`config.mk`:
```
export PLATFORM = sky130hd
export DESIGN_NAME = program_loader
export DESIGN_NICKNAME = d
export VERILOG_FILES = /design/src/rtl/program_loader.sv
export SDC_FILE = /design/constraint.sdc
export NUM_CORES = 1
export LEC_CHECK = 0
export ABC_AREA = 1
export ABC_CLOCK_PERIOD_IN_PS = 1600
export BUFFER_PORTS_ARGS = -buffer_cell sky130_fd_sc_hd__buf_4
export CAP_MARGIN = 30
export CORE_MARGIN = 10
export CORE_UTILIZATION = 40
export DETAILED_ROUTE_END_ITERATION = 8
export PLACE_DENSITY_LB_ADDON = 0.3
export SKIP_CTS_REPAIR_TIMING = 1
export SLEW_MARGIN = 30
export SYNTH_ARGS = -nofsm -noshare
export SYNTH_HDL_FRONTEND = slang
export SYNTH_SLANG_ARGS = --single-unit
```
`constraint.sdc`:
```
create_clock -name clock -period 1.6 [get_ports clock]
set_input_delay 0.32 -clock clock [delete_from_list [all_inputs] [get_ports clock]]
set_output_delay 0.32 -clock clock [all_outputs]
set_load 0.1 [all_outputs]
```
`src/rtl/program_loader.sv`:
```
// Stream-fed program loader: takes a word count header plus program words, writes them into
// memory through a registered port and releases the CPU once loaded. Define LOADER_CHECKSUM_EN
// to require a trailing two's-complement checksum word before release.
module program_loader #(
    parameter int DATA_WIDTH = 32,
    parameter int ADDR_WIDTH = 10,
    parameter int BASE_ADDR  = 0
) (
    input  logic                  clock,
    input  logic                  reset,
    input  logic                  in_valid,
    input  logic [DATA_WIDTH-1:0] in_data,
    output logic                  in_ready,
    output logic                  mem_write,
    output logic [ADDR_WIDTH-1:0] mem_addr,
    output logic [DATA_WIDTH-1:0] mem_wdata,
    output logic                  cpu_reset,
    output logic                  done,
    output logic                  error
);

    localparam int unsigned CAP_WORDS = (1 << ADDR_WIDTH) - BASE_ADDR;
    localparam logic [DATA_WIDTH:0] CAPACITY = (DATA_WIDTH + 1)'(CAP_WORDS);

`ifdef LOADER_CHECKSUM_EN
    typedef enum logic [2:0] {
        S_HEADER = 3'd0,
        S_LOAD   = 3'd1,
        S_CHECK  = 3'd2,
        S_DONE   = 3'd3,
        S_ERROR  = 3'd4
    } state_t;
    localparam state_t S_FINISH = S_CHECK;
`else
    typedef enum logic [2:0] {
        S_HEADER = 3'd0,
        S_LOAD   = 3'd1,
        S_DONE   = 3'd3,
        S_ERROR  = 3'd4
    } state_t;
    localparam state_t S_FINISH = S_DONE;
`endif

    state_t                state_q, state_d;
    logic                  run_q, run_d;
    logic [ADDR_WIDTH:0]   remaining_q, remaining_d;
    logic [ADDR_WIDTH-1:0] addr_q, addr_d;
    logic                  mem_write_q, mem_write_d;
    logic [ADDR_WIDTH-1:0] mem_addr_q, mem_addr_d;
    logic [DATA_WIDTH-1:0] mem_wdata_q, mem_wdata_d;
    logic                  done_q, done_d;
    logic                  cpu_reset_q, cpu_reset_d;
`ifdef LOADER_CHECKSUM_EN
    logic [DATA_WIDTH-1:0] sum_q, sum_d;
`endif

    logic ready;
    logic accept;

    // run_q holds the stream off until the first edge after reset release.
    always_comb begin
        ready = 1'b0;
        if (run_q) begin
            case (state_q)
                S_HEADER, S_LOAD: ready = 1'b1;
`ifdef LOADER_CHECKSUM_EN
                S_CHECK:          ready = 1'b1;
`endif
                default:          ready = 1'b0;
            endcase
        end
    end

    assign accept = in_valid & ready;

    always_comb begin
        state_d     = state_q;
        run_d       = 1'b1;
        remaining_d = remaining_q;
        addr_d      = addr_q;
        mem_write_d = 1'b0;
        mem_addr_d  = mem_addr_q;
        mem_wdata_d = mem_wdata_q;
        done_d      = (state_q == S_DONE);
        cpu_reset_d = done_q;
`ifdef LOADER_CHECKSUM_EN
        sum_d       = sum_q;
`endif

        if (accept) begin
            case (state_q)
                S_HEADER: begin
`ifdef LOADER_CHECKSUM_EN
                    sum_d = in_data;
`endif
                    if ({1'b0, in_data} > CAPACITY) begin
                        state_d = S_ERROR;
                    end else if (in_data == '0) begin
                        state_d = S_FINISH;
                    end else begin
                        state_d     = S_LOAD;
                        remaining_d = in_data[ADDR_WIDTH:0];
                        addr_d      = ADDR_WIDTH'(BASE_ADDR);
                    end
                end
                S_LOAD: begin
                    mem_write_d = 1'b1;
                    mem_addr_d  = addr_q;
                    mem_wdata_d = in_data;
                    addr_d      = addr_q + 1'b1;
                    remaining_d = remaining_q - 1'b1;
`ifdef LOADER_CHECKSUM_EN
                    sum_d       = sum_q + in_data;
`endif
                    if (remaining_q == 1) begin
                        state_d = S_FINISH;
                    end
                end
`ifdef LOADER_CHECKSUM_EN
                S_CHECK: begin
                    state_d = ((sum_q + in_data) == '0) ? S_DONE : S_ERROR;
                end
`endif
                default: state_d = state_q;
            endcase
        end
    end

    always_ff @(posedge clock or negedge reset) begin
        if (!reset) begin
            state_q     <= S_HEADER;
            run_q       <= 1'b0;
            remaining_q <= '0;
            addr_q      <= '0;
            mem_write_q <= 1'b0;
            mem_addr_q  <= '0;
            mem_wdata_q <= '0;
            done_q      <= 1'b0;
            cpu_reset_q <= 1'b0;
`ifdef LOADER_CHECKSUM_EN
            sum_q       <= '0;
`endif
        end else begin
            state_q     <= state_d;
            run_q       <= run_d;
            remaining_q <= remaining_d;
            addr_q      <= addr_d;
            mem_write_q <= mem_write_d;
            mem_addr_q  <= mem_addr_d;
            mem_wdata_q <= mem_wdata_d;
            done_q      <= done_d;
            cpu_reset_q <= cpu_reset_d;
`ifdef LOADER_CHECKSUM_EN
            sum_q       <= sum_d;
`endif
        end
    end

    assign in_ready  = ready;
    assign mem_write = mem_write_q;
    assign mem_addr  = mem_addr_q;
    assign mem_wdata = mem_wdata_q;
    assign done      = done_q;
    assign cpu_reset = cpu_reset_q;
    assign error     = (state_q == S_ERROR);

endmodule

```
# Yosys cells after proc, flatten, opt, wreduce, memory -nomap -nowiden
# Index checks and enable logic that the tools add are counted.
[classes]
addsub = 2
order_cmp = 1
eq_ne = 7
muxes = 14
bitwise_logic = 1
n_reduce_logical = 7
[op_table]
columns = ["op", "n"]
rows = [
  ["greater-than comparator 32 x 11 -> 1 bit, second input constant", 1],
  ["zero test 32 bit", 1],
  ["two-way mux 11 bit", 2],
  ["one-hot mux 11 bit (2 select lines)", 1],
  ["two-way mux 10 bit", 2],
  ["one-hot mux 10 bit (2 select lines)", 1],
  ["== test 11 x 1 -> 1 bit, second input constant", 1],
  ["subtractor 11 x 1 -> 11 bit, second input constant", 1],
  ["adder 10 x 1 -> 10 bit, second input constant", 1],
  ["two-way mux 3 bit", 2],
  ["!= test 2 bit, second input constant", 3],
  ["one-hot mux 3 bit (2 select lines)", 1],
  ["two-way mux 1 bit", 4],
  ["AND reduction 4 bit", 1],
  ["== test 3 x 1 -> 1 bit, second input constant", 1],
  ["== test 3 x 2 -> 1 bit, second input constant", 1],
  ["== test 3 bit, second input constant", 1],
  ["zero test 3 bit", 1],
  ["AND reduction 3 bit", 1],
  ["two-way mux 2 bit", 1],
  ["AND reduction 2 bit", 1],
  ["nonzero test 2 bit", 1],
  ["OR reduction 2 bit", 1],
  ["bitwise AND 1 bit", 1],
]
[totals]
ff_bits = 70
input_bits = 35
output_inout_bits = 47
wordCells = 41

# Depth between registers and ports, before layout
[logic_depth]
word_depth = 6
mapped_depth = 12
depth_no_buf = 11

# Worst setup path before layout
# OpenSTA, ideal clock, no wires.
[synth_path]
path_type = "register to output"
startpoint = "register state_q[0]"
endpoint = "output error"
t_arrival_ns = 2.502
t_required_ns = 1.280
setup_slack_ns = -1.222
stages_incl_launch_ff = 2
n_path_buf = 0
cell_sequence = "dfrtp_1 -> nor3_1"
[synth_via]
elab_chain_len = 1
[synth_rtl]
columns = ["item", "line_no", "source"]
rows = [
  ["from (decl)", "44", "state_t state_q, state_d;"],
  ["from (signal assigned)", "144", "state_q <= state_d;"],
  ["== test 3 bit", "165", "assign error = (state_q == S_ERROR);"],
  ["to (decl)", "19", "output logic error"],
]
# Every way passes these cells.

# Final worst setup path
[layout_path]
startpoint = "register state_q[1]"
endpoint = "output in_ready"
[layout_via]
elab_chain_len = 4
[layout_rtl]
columns = ["item", "line_no", "source"]
rows = [
  ["== test 3 x 1 -> 1 bit or zero test 3 bit (tied branches)", "64", "case (state_q)"],
  ["OR reduction 2 bit *", "64", ""],
  ["two-way mux 1 bit *", "64", ""],
  ["two-way mux 1 bit *", "63", "if (run_q) begin"],
  ["to (decl)", "13", "output logic in_ready,"],
]
# Every way passes the cells marked *; elsewhere a longest branch is shown, timed or not.

==> qor.yml <==
outcome:
  status: "finished clean"
timing:
  setup_violations: 0
  clock.fmax_mhz: 634
  final.setup_skew_ns: 0.0109
  worst_slack_ns: 0.0224
  period_needed_ns: 1.58
  period_share_pct: 98.6
  grt_setup_unrepaired: "yes"
  slew_viol_final: 0
  hold_violations: 0
placed_design:
  dp_cells: 642
  io_buffers: 81
  dp_worst_setup_slack_ns: -0.0127
  placed_area_um2: 4270
  gp_congestion: 0.910
  post-dp-hpwl_um: 6990
die:
  die_y_um: 112
  pin_count: 82
  die_w_um: 112
  floorplan.initialDensity_pct: 41.3
  dieArea_um2: 12600
  core_area_um2: 8260
  rows: 33
route:
  drt_pass1_iterations: 5
  drtIter0Drc: 115
  wl_per_cell_um: 13.9
  viasPerCell: 4.75
  num_vias: 3132
  finalWirelength_um: 9150
  remaining_drc_errors: 0
  final_antenna_net_count: 0
setup_path:
  worstPathArrival_ns: 1.26
  critical_path_class: "register to primary output"
  critPathLaunchType: "register"
  crit_path_end_kind: "primary output"
  r2r_start: "state_q[1]"
  crit_fanout: 5
  cp.required_ns: 1.28
  r2r-end: "mem_wdata[24]"
  r2r_cells: 7
  rrSetupSlack_ns: 0.09
run:
  maxCapViolations: 0
finish:
  antenna_cells: 0
  fillers: 773
  final_area_um2: 4560
  final_nets: 587
  area.growth.synth_to_final_pct: 33.8
  drive_gt1_share_pct: 24.5
  final_cells: 659
clocking:
  worstSkewPairLatency_ns: 0.35
  cts_max_level: 3
  cts_max_path_buffers: 2
  cts.sink_count: 70
  cts-buffers-inserted: 9
  clkTransAtPathRegs_ns: 0.08
  clock-root-buffer: "clkbuf_8"
  cts_tree: "done"
yosys:
  synth_edf_count: 0
  synthesis.nets: 486
  async_flop_share_pct: 100
  synthCells: 448
  synth_cell_type_count: 27
  synth_seq_area_share_pct: 51.4
  ys.flop_type: "dfrtp_1"
  ys_seq_elements: 70
  ys_warn_count: 0
  syn_area_um2: 3410
  avgSynthCellArea_um2: 7.61
power:
  power_uw: 3660
  clkPwrFrac_pct: 44.9
  powerDensity_nw_per_um2: 801
  p_sw_share_pct: 22.2
  p_leak_uw: 0.00241
  comb_power_share_pct: 5.9
  p_sw_uw: 811
  p_seq_share_pct: 49.3
  peakVddDrop_v: 0.000515
  p_int_uw: 2840
grt:
  antenna_found_initial: 0
  grt_max_degree: 34
  grt_pass1_vias: 3216
  grt_overflow: 0
  grt_pass1_wl_um: 15500
  grtUsageTotal_pct: 14.8
worst_hold_path:
  hp-class: "input port to register"
  min_to: "mem_wdata[21]"
  hold_start: "in_data[21]"
  hold_path_depth: 3
critical path: stages, from the launching register on:
cell and delay [ns]:
dfrtp_1 0.42, inv_2 0.10, nand2_4 0.10, nor2_4 0.12, buf_12 0.18
routing by layer:
layer | global-route usage [%] | up-vias | part of all wire [%]
li1 | - | 1596 | -
met4 | 5.25 | 0 | 1.3
met1 | 17.7 | 1455 | 43
met5 | 0 | - | 0
met2 | 24.1 | 74 | 49
met3 | 5.06 | 7 | 6.9
cell usage in the layout (no fill, tap or decap), drive strengths merged, types with 2 or more instances in the layout:
cell type,n
a21oi,3
buf,105
bufinv,2
clkbuf,11
clkinv,2
dfrtp,70
ha,3
inv,34
nand2,189
nand3,31
nand4,3
nor2,48
nor3,6
nor3b,3
o21ai,31
o21bai,2
xor2,4
through the flow:
stage / hold slack [ns] / setup TNS [ns] / util (%)
CTS: -0.154 / -0.283 / 54.6
global placement: 0.228 / 0 / 51.8
finish: 0.177 / 0 / 55.3
floorplan: 0.0244 / 0 / -
global route: 0.164 / -0.152 / 55.3
detailed placement: 0.229 / -0.0182 / 51.8
how the worst max path moves through the flow:
stage                           start              end  slack (ns)
after floorplan            state_q[0]            error        0.04
final                      state_q[1]         in_ready        0.02
after global routing       state_q[1]         in_ready       -0.04
after global placement    in_data[15]        addr_q[0]        0.02
after CTS                  state_q[0]            error       -0.17
after detailed placement  in_data[15]  remaining_q[10]       -0.01
power by group through the flow:
stage	combinational (µW)	sequential [µW]	clock (µW)
after floorplan	71.0	1830	0
after global placement	210	1840	0
after detailed placement	216	1840	0
after CTS	217	1800	1680
after global routing	244	1800	1760
final	215	1800	1640
kinds of logic (layout without fill, tap and decap cells):
| kind of cell | count (synthesis) | after routing | share of synthesized area [%] |
|---|---|---|---|
| simple gates | 281 | 281 | 33.6 |
| flops | 70 | 70 | 51.4 |
| compound gates | 38 | 38 | 5.87 |
| buf+inv | 50 | 156 | 6.68 |
| fa+ha+maj | 3 | 3 | 1.10 |
| other cells | 1 | 1 | 0.110 |
| xor+xnor | 5 | 5 | 1.28 |
cell type report:
class                           instances  area [µm²]  share of cell area [%]
Clock buffer                           11         151                    3.32
Clock inverter                          5        81.3                    1.78
Inverter                               34         130                    2.85
Multi-Input combinational cell        328        1470                    32.1
Sequential cell                        70        1750                    38.4
Tap cell                              105         131                    2.88
Timing Repair Buffer                  106         852                    18.7
Yosys cell counts (all sizes together) (2+ instances only):
cell type / instances / area [µm²]
nand2: 189 / 714
a21oi: 3 / 15.0
nor2: 48 / 188
o21ai: 31 / 155
dfrtp: 70 / 1750
inv: 34 / 128
buf: 15 / 96.3
nor3b: 3 / 33.8
nand3: 31 / 155
nor3: 6 / 30.0
o21bai: 2 / 15.0
xor2: 4 / 35.0
ha: 3 / 37.5
nand4: 3 / 18.8
flip-flops by register name (all words and copies together) (netlist names):
register and count:
addr_q 10, cpu_reset 1, done 1, mem_addr 10, mem_wdata 32, mem_write 1, remaining_q 11, run_q 1
state_q 3
Note: power is estimated with default switching activity, not from simulation.
